## config.mk

```make
export PLATFORM = sky130hd
export DESIGN_NAME = lisa_inst_assembler
export DESIGN_NICKNAME = d
export VERILOG_FILES = /design/src/rtl/lisa_inst_assembler.sv
export SDC_FILE = /design/constraint.sdc
export NUM_CORES = 1
export LEC_CHECK = 0
export BUFFER_PORTS_ARGS = -buffer_cell sky130_fd_sc_hd__buf_2
export CORE_ASPECT_RATIO = 1.75
export CORE_MARGIN = 2
export CORE_UTILIZATION = 50
export CTS_CLUSTER_DIAMETER = 80
export DETAILED_ROUTE_END_ITERATION = 8
export GPL_ROUTABILITY_DRIVEN = 1
export PLACE_DENSITY_LB_ADDON = 0.12
export SKIP_LAST_GASP = 1
export SLEW_MARGIN = 20
export SYNTH_ARGS = -nofsm -noshare
export SYNTH_HDL_FRONTEND = slang
export SYNTH_SLANG_ARGS = --single-unit
```

## constraint.sdc

```tcl
create_clock -name clk -period 4.7 [get_ports clk]
set_clock_uncertainty 0.05 [all_clocks]
set_input_delay 0.94 -clock clk [delete_from_list [all_inputs] [get_ports clk]]
set_output_delay 0.94 -clock clk [all_outputs]
set_load 0.005 [all_outputs]
```

## src/rtl/lisa_inst_assembler.sv

```systemverilog
// Gathers one variable-length LISA instruction (opcode, length, body) from a
// byte stream into a zero-padded window and offers it on a valid/ready output.
module lisa_inst_assembler #(
  parameter int MAX_BYTES = 16
) (
  input  logic                   clk,
  input  logic                   rst_n,
  input  logic                   flush,
  input  logic                   in_valid,
  input  logic [7:0]             in_byte,
  output logic                   in_ready,
  output logic                   out_valid,
  input  logic                   out_ready,
  output logic [MAX_BYTES*8-1:0] out_inst,
  output logic [7:0]             out_opcode,
  output logic [7:0]             out_len,
  output logic                   len_err
);

  localparam int         WIN_W   = MAX_BYTES * 8;
  localparam int         CW      = $clog2(MAX_BYTES + 1);
  localparam logic [7:0] MAX_LEN = 8'(MAX_BYTES);

  typedef enum logic [1:0] {
    S_OPC,
    S_LEN,
    S_BODY,
    S_HOLD
  } state_e;

  state_e            state_q;
  logic [CW-1:0]     cnt_q;
  logic [WIN_W-1:0]  win_q;
  logic              in_ready_q;
  logic              out_valid_q;
  logic              len_err_q;

  logic len_legal;
  logic body_last;

  assign len_legal = (in_byte >= 8'd2) && (in_byte <= MAX_LEN);
  // The length byte already sits in window byte 1 while the body streams in.
  assign body_last = (int'(cnt_q) + 1) == int'(win_q[15:8]);

  // NOTE: sequential state uses non-blocking assignments only, so every branch
  // below sees the pre-edge values of the registers.
  always_ff @(posedge clk or negedge rst_n) begin
    if (!rst_n) begin
      state_q     <= S_OPC;
      cnt_q       <= '0;
      win_q       <= '0;
      in_ready_q  <= 1'b1;
      out_valid_q <= 1'b0;
      len_err_q   <= 1'b0;
    end else begin
      len_err_q <= 1'b0;
      if (flush) begin
        state_q     <= S_OPC;
        cnt_q       <= '0;
        win_q       <= '0;
        in_ready_q  <= 1'b1;
        out_valid_q <= 1'b0;
      end else begin
        case (state_q)
          S_OPC: begin
            if (in_valid) begin
              win_q   <= WIN_W'(in_byte);
              state_q <= S_LEN;
            end
          end
          S_LEN: begin
            if (in_valid) begin
              if (!len_legal) begin
                len_err_q <= 1'b1;
                win_q     <= '0;
                state_q   <= S_OPC;
              end else begin
                win_q[15:8] <= in_byte;
                if (in_byte == 8'd2) begin
                  state_q     <= S_HOLD;
                  in_ready_q  <= 1'b0;
                  out_valid_q <= 1'b1;
                end else begin
                  cnt_q   <= CW'(2);
                  state_q <= S_BODY;
                end
              end
            end
          end
          S_BODY: begin
            if (in_valid) begin
              win_q[int'(cnt_q)*8 +: 8] <= in_byte;
              cnt_q                     <= cnt_q + 1'b1;
              if (body_last) begin
                state_q     <= S_HOLD;
                in_ready_q  <= 1'b0;
                out_valid_q <= 1'b1;
              end
            end
          end
          S_HOLD: begin
            if (out_ready) begin
              cnt_q       <= '0;
              state_q     <= S_OPC;
              in_ready_q  <= 1'b1;
              out_valid_q <= 1'b0;
            end
          end
          default: begin
            state_q     <= S_OPC;
            in_ready_q  <= 1'b1;
            out_valid_q <= 1'b0;
          end
        endcase
      end
    end
  end

  assign in_ready   = in_ready_q;
  assign out_valid  = out_valid_q;
  assign len_err    = len_err_q;
  assign out_inst   = win_q;
  assign out_opcode = win_q[7:0];
  assign out_len    = win_q[15:8];

endmodule

```

==> flow_summary.yaml <==
layout:
  antenna_cells: 0
  drive_above_1_share: 0.277
  area_growth_pct: 21.2
  final_core_util: 0.615
  final_net_count: 798
min_path:
  hold_class: "reg -> reg"
logic_synthesis:
  synthArstFlopShare: 1.00
  synthCells: 656
  ys.flop_type: "dfrtp_1"
  syn_area_um2: 6490
  synth_edf_count: 0
  yosysSeqAreaShare: 0.532
  yosysUniqueCellTypes: 52
  synth_fp_nets: 677
  ys_ff_latch: 138
  syn_avg_cell_area_um2: 9.89
  yosys_warnings: 0
floorplanning:
  initial_core_util: 0.507
  core_area_um2: 12800
  die_area_um2: 13900
  die_w_um: 90.1
  fp.dieH_um: 155
  rows: 55
  ios: 160
routing:
  ant_nets: 0
  via_per_inst: 5.74
  drt-total-wl_mm: 18.2
  drt_iter0_drc: 278
  routed-via-count: 5518
  drcViolationCount: 0
  first_pass_iters: 5
  wl_per_cell_um: 18.9
timing:
  worst_pin_slew_ns: 0.891
  max_freq_mhz: 314
  whs_ns: 0.438
  setup_tns_ns: 0
  finalSetupViolations: 0
  rsz0062_at_grt: "false"
  slew_viol_final: 0
  period_minus_slack_ns: 3.18
  slew_headroom: 0.406
  post-route-period-util: 0.677
  final_hold_viol_count: 0
worst_setup_path:
  path_buf_inv: 2
  cp_cell_sequence: "buf_4 -> inv_1 -> ha_1 -> nand2_1 -> nor2_1 -> nand4_1 -> nand3_1 -> o21ai_0"
  cp.depth: 8
  r2r-end: "out_inst[87]$_DFFE_PN0P_"
  path_max_fanout: 17
  r2r_cells: 8
  rr_startpoint: "cnt_q[0]$_DFFE_PN0P_"
  cp_slowest_cell: "ha_1"
  max_stage_delay_ns: 0.60
  crit_end: "out_inst[87]$_DFFE_PN0P_"
  cp-startpoint: "cnt_q[0]$_DFFE_PN0P_"
  cp.arrival_ns: 3.41
  cpLargestDelayFamily: "simple AND/OR/NAND/NOR gates"
  crit_type: "reg -> reg"
  cp-start-kind: "flip-flop"
  worstPathRequired_ns: 4.93
  cp-end-kind: "flip-flop"
  r2r_slack_ns: 1.52
pwr:
  pwr_density_cell_nw_per_um2: 381
  power_frac_comb: 0.114
  cellInternalPower_w: 0.00222
  ir_drop_mv: 0.293
  sw_frac_of_total: 0.261
  p_leak_nw: 3.94
  switchingPower_w: 0.000783
  p_clk_frac: 0.477
  p_seq_frac: 0.409
clocking:
  htreeDepth: 4
  cts_hold_buf: 0
  cts_buffers: 17
  cts_tree: "built"
  clock_sinks: 138
  ctsResizeCount: 0
  clk_latency_ns: 0.41
  clkTransAtPathRegs_ns: 0.06
  post-cts-setup-buffers: 0
  cts_buffer_depth: 2
  clockRootBuffer: "clkbuf_16"
global_route:
  grt_max_degree: 115
  antenna_found_initial: 0
  grt_overflow: 0
  grt_pass1_wl_mm: 28.8
  grt_util_all_layers: 0.264
  grt_pass1_vias: 5299
placement:
  gp_congestion: 0.870
  hpwl_mm: 13.0
  numPortBuffers: 159
run_status:
  status: "complete, no violations"
job:
  cap_violations: 0
metal layers:
layer  vias up  wire length [um]  share of wire  GRT usage
li1       2557                 -              -          -
met1      2712              6960           0.38      0.304
met2       219              9890           0.54      0.485
met3        30               865          0.048     0.0458
met4         0               434          0.024      0.104
met5         -                 0              0          0
synth_stat cells, drive strengths merged (8+ instances only):
cell type,count,area [um2]
o2bb2ai,16,140
clkbuf,18,67.6
mux2i,26,260
dfrtp,137,3430
nand2,43,164
o21ai,94,485
a22o,16,140
ha,8,100
nand2b,9,56.3
a21oi,14,70.1
nand3,88,440
nor2,45,169
buf,47,280
nor3,16,90.1
inv,12,45.0
sequential cells by signal (all words and copies together) (netlist names):
register   count
cnt_q          5
in_ready       1
len_err        1
out_inst     128
out_valid      1
state_q        2
how the worst min path moves through the flow:
stage | from | to | slack [ns] | cells after the start
global placement | out_inst[16]$_DFFE_PN0P_ | out_inst[16]$_DFFE_PN0P_ | 0.42 | 1
CTS | out_inst[33]$_DFFE_PN0P_ | out_inst[33]$_DFFE_PN0P_ | 0.44 | 1
detailed placement | out_inst[33]$_DFFE_PN0P_ | out_inst[33]$_DFFE_PN0P_ | 0.42 | 1
finish | out_inst[33]$_DFFE_PN0P_ | out_inst[33]$_DFFE_PN0P_ | 0.44 | 1
floorplan | out_inst[16]$_DFFE_PN0P_ | out_inst[16]$_DFFE_PN0P_ | 0.43 | 1
global route | out_inst[38]$_DFFE_PN0P_ | out_inst[38]$_DFFE_PN0P_ | 0.45 | 1
stage by stage:
step	instances	cell area, um2	setup WS, ns	power (W)
detailed placement	929	7230	1.27	0.00159
CTS	961	7870	1.55	0.00301
floorplan	656	6490	2.09	0.00148
global placement	929	7230	1.32	0.00158
global route	961	7870	1.20	0.00310
finish	961	7870	1.52	0.00300
worst register-to-register path, stage by stage (launching register included):
cell	delay (ns)
dfrtp_1	0.32
buf_4	0.22
inv_1	0.16
ha_1	0.60
nand2_1	0.19
nor2_1	0.56
nand4_1	0.58
nand3_1	0.27
o21ai_0	0.10
power by group through the flow:
stage / clock, W / sequential [W] / combinational [W]
floorplan: 0 / 0.00125 / 0.000236
global placement: 0 / 0.00125 / 0.000337
detailed placement: 0 / 0.00125 / 0.000341
CTS: 0.00144 / 0.00123 / 0.000342
global route: 0.00150 / 0.00123 / 0.000381
finish: 0.00143 / 0.00123 / 0.000342
cell usage in the layout, fill, tap and decap left out, types with 3 or more instances in the layout:
cell type and count:
a21oi_1 14, nor2b_1 6, buf_4 7, a22o_1 16
buf_2 158, clkbuf_16 17, o21ai_2 4, nand3_1 88
o31ai_1 5, nor4_1 3, o21ai_0 90, nor3_1 14
dfrtp_1 137, nand4_1 5, nand2b_1 9, nand2_1 42
inv_1 12, o2bb2ai_1 16, or3_1 4, and2_1 4
bufinv_16 4, mux2i_1 26, ha_1 8, xnor2_1 5
nor3b_1 5, nor2_1 45
cell type report:
type / instances / area [um2]
clock buffer: 19 / 443
clock inverter: 13 / 191
fill: 1080 / 4930
inverter: 12 / 45.0
multi-input combinational: 441 / 2640
sequential: 138 / 3450
tap: 171 / 214
timing repair buffer: 167 / 877
logic make-up (layout without fill, tap and decap cells):
kind of cell | count (synthesis) | in the layout | share of synthesized area
adders and majority gates | 8 | 8 | 0.0154
DFF | 138 | 138 | 0.532
and+or+nand+nor | 243 | 243 | 0.190
AOI/OAI and AO/OA | 156 | 156 | 0.150
muxes | 28 | 28 | 0.0436
buffers and inverters | 77 | 211 | 0.0605
xor gates and xnor gates | 6 | 6 | 0.00810
No activity file was read; power rests on OpenSTA's default activity.
